[config.mk]
export PLATFORM = sky130hd
export DESIGN_NAME = load_store_unit
export DESIGN_NICKNAME = d
export VERILOG_FILES = /design/src/rtl/load_store_unit.sv
export SDC_FILE = /design/constraint.sdc
export NUM_CORES = 1
export LEC_CHECK = 0
export BUFFER_PORTS_ARGS = -buffer_cell sky130_fd_sc_hd__buf_2
export CAP_MARGIN = 10
export CORE_AREA = 2 2 159 161
export DETAILED_ROUTE_END_ITERATION = 8
export DIE_AREA = 0 0 161 163
export HOLD_SLACK_MARGIN = 0.06
export PLACE_DENSITY_LB_ADDON = 0.08
export SLEW_MARGIN = 10
export SYNTH_ARGS = -nofsm -noshare
export SYNTH_HDL_FRONTEND = slang
export SYNTH_SLANG_ARGS = --single-unit
[constraint.sdc]
create_clock -name clk -period 1.7 [get_ports clk]
set_input_delay 0.085 -clock clk [delete_from_list [all_inputs] [get_ports clk]]
set_output_delay 0.085 -clock clk [all_outputs]
set_load 0.02 [all_outputs]
[src/rtl/load_store_unit.sv]
// Load/store unit: accepts one memory op at a time from the pipeline, drives the
// D-cache request side while the access is pending, and returns an extended load
// result (or store acknowledgement) with misalignment and timeout flags.
module load_store_unit #(
    parameter int unsigned TIMEOUT = 1024
) (
    input  logic        clk,
    input  logic        reset,

    input  logic        req_valid,
    output logic        req_ready,
    input  logic        req_is_store,
    input  logic [63:0] req_addr,
    input  logic [63:0] req_wdata,
    input  logic [1:0]  req_size,
    input  logic        req_unsigned,
    input  logic [4:0]  req_rd,

    output logic        resp_valid,
    input  logic        resp_ready,
    output logic [63:0] resp_rdata,
    output logic [4:0]  resp_rd,
    output logic        resp_is_store,
    output logic        resp_misaligned,
    output logic        resp_timeout,

    output logic        dc_en,
    output logic [63:0] dc_in_addr,
    output logic        dc_write_en,
    output logic [63:0] dc_in_wdata,
    output logic [1:0]  dc_in_wlen,
    input  logic [63:0] dc_out_rdata,
    input  logic        dc_out_rvalid,
    input  logic        dc_out_write_done
);

    localparam int unsigned CntW = (TIMEOUT > 1) ? $clog2(TIMEOUT) : 1;
    localparam logic [CntW-1:0] CntLast = CntW'(TIMEOUT - 1);

    typedef enum logic [1:0] {StIdle, StAccess, StResp} state_e;

    state_e          state_q, state_d;
    logic [CntW-1:0] cnt_q, cnt_d;
    logic [63:0]     rdata_q, rdata_d;
    logic            mis_q, mis_d;
    logic            to_q, to_d;

    logic [63:0] addr_q;
    logic [63:0] wdata_q;
    logic [1:0]  size_q;
    logic        unsigned_q;
    logic [4:0]  rd_q;
    logic        is_store_q;

    logic        accept;
    logic        misaligned;
    logic        done;
    logic [63:0] load_ext;

    assign accept = req_valid && (state_q == StIdle);
    // Only the strobe matching the op type counts; the other one is noise.
    assign done   = is_store_q ? dc_out_write_done : dc_out_rvalid;

    // Natural-alignment check on the incoming request.
    always_comb begin
        unique case (req_size)
            2'd0:    misaligned = 1'b0;
            2'd1:    misaligned = req_addr[0];
            2'd2:    misaligned = |req_addr[1:0];
            default: misaligned = |req_addr[2:0];
        endcase
    end

    // Sign/zero extension of the returned load data by latched size.
    always_comb begin
        unique case (size_q)
            2'd0: load_ext = unsigned_q ? {56'b0, dc_out_rdata[7:0]}
                                        : {{56{dc_out_rdata[7]}}, dc_out_rdata[7:0]};
            2'd1: load_ext = unsigned_q ? {48'b0, dc_out_rdata[15:0]}
                                        : {{48{dc_out_rdata[15]}}, dc_out_rdata[15:0]};
            2'd2: load_ext = unsigned_q ? {32'b0, dc_out_rdata[31:0]}
                                        : {{32{dc_out_rdata[31]}}, dc_out_rdata[31:0]};
            default: load_ext = dc_out_rdata;
        endcase
    end

    // Next-state logic: sequencing, timeout counter and response capture.
    always_comb begin
        state_d = state_q;
        cnt_d   = cnt_q;
        rdata_d = rdata_q;
        mis_d   = mis_q;
        to_d    = to_q;
        unique case (state_q)
            StIdle: begin
                if (req_valid) begin
                    rdata_d = '0;
                    to_d    = 1'b0;
                    cnt_d   = '0;
                    if (misaligned) begin
                        mis_d   = 1'b1;
                        state_d = StResp;
                    end else begin
                        mis_d   = 1'b0;
                        state_d = StAccess;
                    end
                end
            end
            StAccess: begin
                // Completion wins over timeout in the same cycle.
                if (done) begin
                    rdata_d = is_store_q ? 64'd0 : load_ext;
                    state_d = StResp;
                end else if (cnt_q == CntLast) begin
                    rdata_d = '0;
                    to_d    = 1'b1;
                    state_d = StResp;
                end else begin
                    cnt_d = cnt_q + CntW'(1);
                end
            end
            StResp: begin
                if (resp_ready) begin
                    state_d = StIdle;
                end
            end
            default: state_d = StIdle;
        endcase
    end

    // State, counter and response registers.
    always_ff @(posedge clk or negedge reset) begin
        if (!reset) begin
            state_q <= StIdle;
            cnt_q   <= '0;
            rdata_q <= '0;
            mis_q   <= 1'b0;
            to_q    <= 1'b0;
        end else begin
            state_q <= state_d;
            cnt_q   <= cnt_d;
            rdata_q <= rdata_d;
            mis_q   <= mis_d;
            to_q    <= to_d;
        end
    end

    // Request fields captured on acceptance and held for the whole op.
    always_ff @(posedge clk or negedge reset) begin
        if (!reset) begin
            addr_q     <= '0;
            wdata_q    <= '0;
            size_q     <= '0;
            unsigned_q <= 1'b0;
            rd_q       <= '0;
            is_store_q <= 1'b0;
        end else if (accept) begin
            addr_q     <= req_addr;
            wdata_q    <= req_wdata;
            size_q     <= req_size;
            unsigned_q <= req_unsigned;
            rd_q       <= req_rd;
            is_store_q <= req_is_store;
        end
    end

    // Handshake and D-cache outputs decoded from the registered state.
    always_comb begin
        req_ready       = (state_q == StIdle);
        resp_valid      = (state_q == StResp);
        dc_en           = (state_q == StAccess);
        dc_write_en     = (state_q == StAccess) && is_store_q;
        dc_in_addr      = addr_q;
        dc_in_wdata     = wdata_q;
        dc_in_wlen      = size_q;
        resp_rdata      = rdata_q;
        resp_rd         = rd_q;
        resp_is_store   = is_store_q;
        resp_misaligned = mis_q;
        resp_timeout    = to_q;
    end

endmodule

==> flow_metrics.tcl <==
set metrics [dict create \
    status "finished clean" \
    timing.slew.headroom_pct 55.71 \
    hold_viol 0 \
    ant_nets 0 \
    die-area_um2 26240 \
    drive_above_1_share_pct 33.31 \
    powerDensity_nw_per_um2 1637 \
    synth_cell_types 44 \
    crit_path_start "cnt_q[0]$_DFFE_PN0P_" \
    critPathKind "reg2reg" \
    clock_latency_ns 0.51 \
    r2r_end "resp_rdata[3]$_DFFE_PN0P_" \
    grt_pass1_wl_mm 47.24 \
    root_buffer "clkbuf_16" \
    fp-row-count 58 \
    placed_cells 1618 \
    peakVddDrop_mv 1.015 \
    clock.fmax_ghz 0.5949 \
    r2r_cells 6 \
    fin_ws_ns 0.01892 \
    antenna_found_initial 0 \
    die_x_um 161 \
    skew_ns 0.009467 \
    dr_total_vias 8547 \
    layout.nets 1734 \
    grt.total_usage_pct 22.23 \
    io_buffers 412 \
    drv_cap 0 \
    drt-total-wl_mm 29.90 \
    grt_max_degree 92 \
    clock_path_buffers 3 \
    utilization_pct 57.41 \
    max_slew.worst_pin.slew_ns 0.6621 \
    mostFrequentLayoutCells "nand2_1 (418), buf_2 (411), dfrtp_1 (215)" \
    setup_viol 0 \
    end_kind "register" \
    timing.rr.start "cnt_q[0]$_DFFE_PN0P_" \
    core_region_area_um2 24670 \
    wl_per_cell_um 15.96 \
    start_kind "register" \
    synth_area_um2 8528 \
    path_clk_slew_ns 0.06 \
    ys_seq_elements 215 \
    fin_cells 1873 \
    nFillCells 2200 \
    synth_fp_nets 1099 \
    critPathArrivalTime_ns 2.07 \
    worstPathRequired_ns 2.09 \
    firstDrtPassIters 4 \
    rsz0062_at_grt "yes" \
    place_congestion 0.8007 \
    antenna_cells 0 \
    seq_area_frac_synth_pct 63.09 \
    syn_avg_cell_area_um2 9.571 \
    cp_max_fo 17 \
    hold_class "in2async" \
    cts_sinks 215 \
    dp_slack_ns -0.05642 \
    whs_ns 0.1594 \
    hpwl_mm 19.60 \
    viasPerCell 4.563 \
    regArea_um2 5380 \
    worstSetupEndpoint "resp_rdata[3]$_DFFE_PN0P_" \
    grt_pass1_vias 8862 \
    p_leak_uw 0.007778 \
    total_power_uw 23190 \
    start_util_pct 34.56 \
    period_needed_ns 1.681 \
    syn_to_final_growth_pct 66.09 \
    r2r_setup_slack_ns 0.02 \
    fp.dieH_um 163 \
    io_pins 413 \
    min_period_over_period_pct 98.89 \
    drv_slew 0 \
    drt_iter0_drc 602 \
    cts_tree "yes" \
    synth_warnings 0 \
    cts_made_buffers 25 \
    htree_num_levels 1 \
    synthesis.instances 891 \
    drc_errors 0 \
    final_common_cell "nand2_1" \
    overflow 0 \
    multiInputGateArea_um2 2962 \
]
cells by family after synthesis:
group                    after synthesis  share of synthesized area (%)
flip-flops                           215                          63.09
multiplexers                           2                         0.2494
buffers and inverters                 56                          2.685
adder cells (fa/ha/maj)                1                         0.1467
AO/OA/AOI/OAI                        125                          10.81
AND/OR/NAND/NOR                      492                          23.02
sequential cells by signal (all words and copies together), names as in the netlist:
register         cells
resp_timeout         1
dc_in_addr          64
state_q              2
resp_misaligned      1
resp_is_store        1
dc_in_wlen           2
dc_in_wdata         64
resp_rdata          64
resp_rd              5
unsigned_q           1
cnt_q               10
power by group:
part | internal (uW) | switching [uW] | leakage, uW | total (uW)
logic | 3430 | 6430 | 0.00461 | 9860
clock network | 3100 | 2110 | 0.000402 | 5220
registers | 7060 | 1050 | 0.00277 | 8110
total | 13600 | 9590 | 0.00778 | 23200
worst max-delay path: stages (launching register included):
cell and delay (ns):
dfrtp_1 0.40, ha_4 0.16, nand4_1 0.19, nor3_4 0.27, o21ai_4 0.13, buf_12 0.17
a22o_1 0.23
area by class of cell:
type	instances	share of cell area, %
Tap cell	330	2.915
Timing Repair Buffer	660	32.46
Inverter	4	0.1060
Sequential cell	215	37.98
Multi-Input combinational cell	620	20.91
Clock inverter	9	0.5212
Clock buffer	35	5.106
Yosys cell counts, drive strengths merged:
cell type | number | share of area [%]
nand2 | 419 | 18
dfrtp | 215 | 63
o2bb2ai | 48 | 4.9
clkbuf | 38 | 1.7
nor2 | 38 | 1.7
a21oi | 27 | 1.6
o21ai | 18 | 1.2
buf | 14 | 0.84
a21o | 9 | 0.79
a22o | 8 | 0.82
nand3 | 5 | 0.29
o211ai | 5 | 0.44
and2 | 4 | 0.29
inv | 4 | 0.18
nor4 | 4 | 0.29
a221o | 3 | 0.35
nand2b | 3 | 0.22
nand4 | 3 | 0.29
nor2b | 3 | 0.22
nor3 | 3 | 0.37
or2 | 3 | 0.22
and3 | 2 | 0.15
o21a | 2 | 0.18
o31ai | 2 | 0.18
or4 | 2 | 0.18
a211o | 1 | 0.10
ha | 1 | 0.15
mux2 | 1 | 0.13
mux2i | 1 | 0.12
nor4b | 1 | 0.10
o221ai | 1 | 0.10
o31a | 1 | 0.10
or3 | 1 | 0.13
or4b | 1 | 0.12
metal layers:
metal,up-vias,global-route usage (%),share of wire (%)
met5,-,0,0
met4,0,6.615,2.6
met3,52,5.933,8.1
met2,335,38.35,48
met1,4002,27.42,41
li1,4158,-,-
per-stage QoR:
| step | setup TNS, ns | instance area [um2] |
|---|---|---|
| 5_1_grt | -1.065 | 14160 |
| 3_5_place_dp | -1.298 | 11210 |
| 2_1_floorplan | 0 | 8531 |
| 3_3_place_gp | -0.2220 | 11210 |
| 4_1_cts | -0.4147 | 14120 |
| 6_report | 0 | 14160 |
how the worst min path moves through the flow:
stage                     startpoint                    endpoint  slack (ns)  cells past startpoint
final                          reset  dc_in_wdata[5]$_DFFE_PN0P_        0.16                      3
after global routing           reset   resp_rdata[7]$_DFFE_PN0P_        0.17                      3
after CTS                      reset   resp_rdata[7]$_DFFE_PN0P_        0.17                      3
after detailed placement       reset  resp_rdata[24]$_DFFE_PN0P_       0.001                      1
after global placement         reset  resp_rdata[24]$_DFFE_PN0P_       0.002                      1
after floorplan                reset        cnt_q[0]$_DFFE_PN0P_       -0.21                      0
what timing repair did:
item	in CTS	in global routing
endpoints found under the setup margin	47	81
buffers inserted	2	2
cloned	1	0
hold endpoints to repair	418	0
hold buffers	206	0
resized for setup	6	7
pin swaps	5	5
Power figures use the tool's default switching activity.
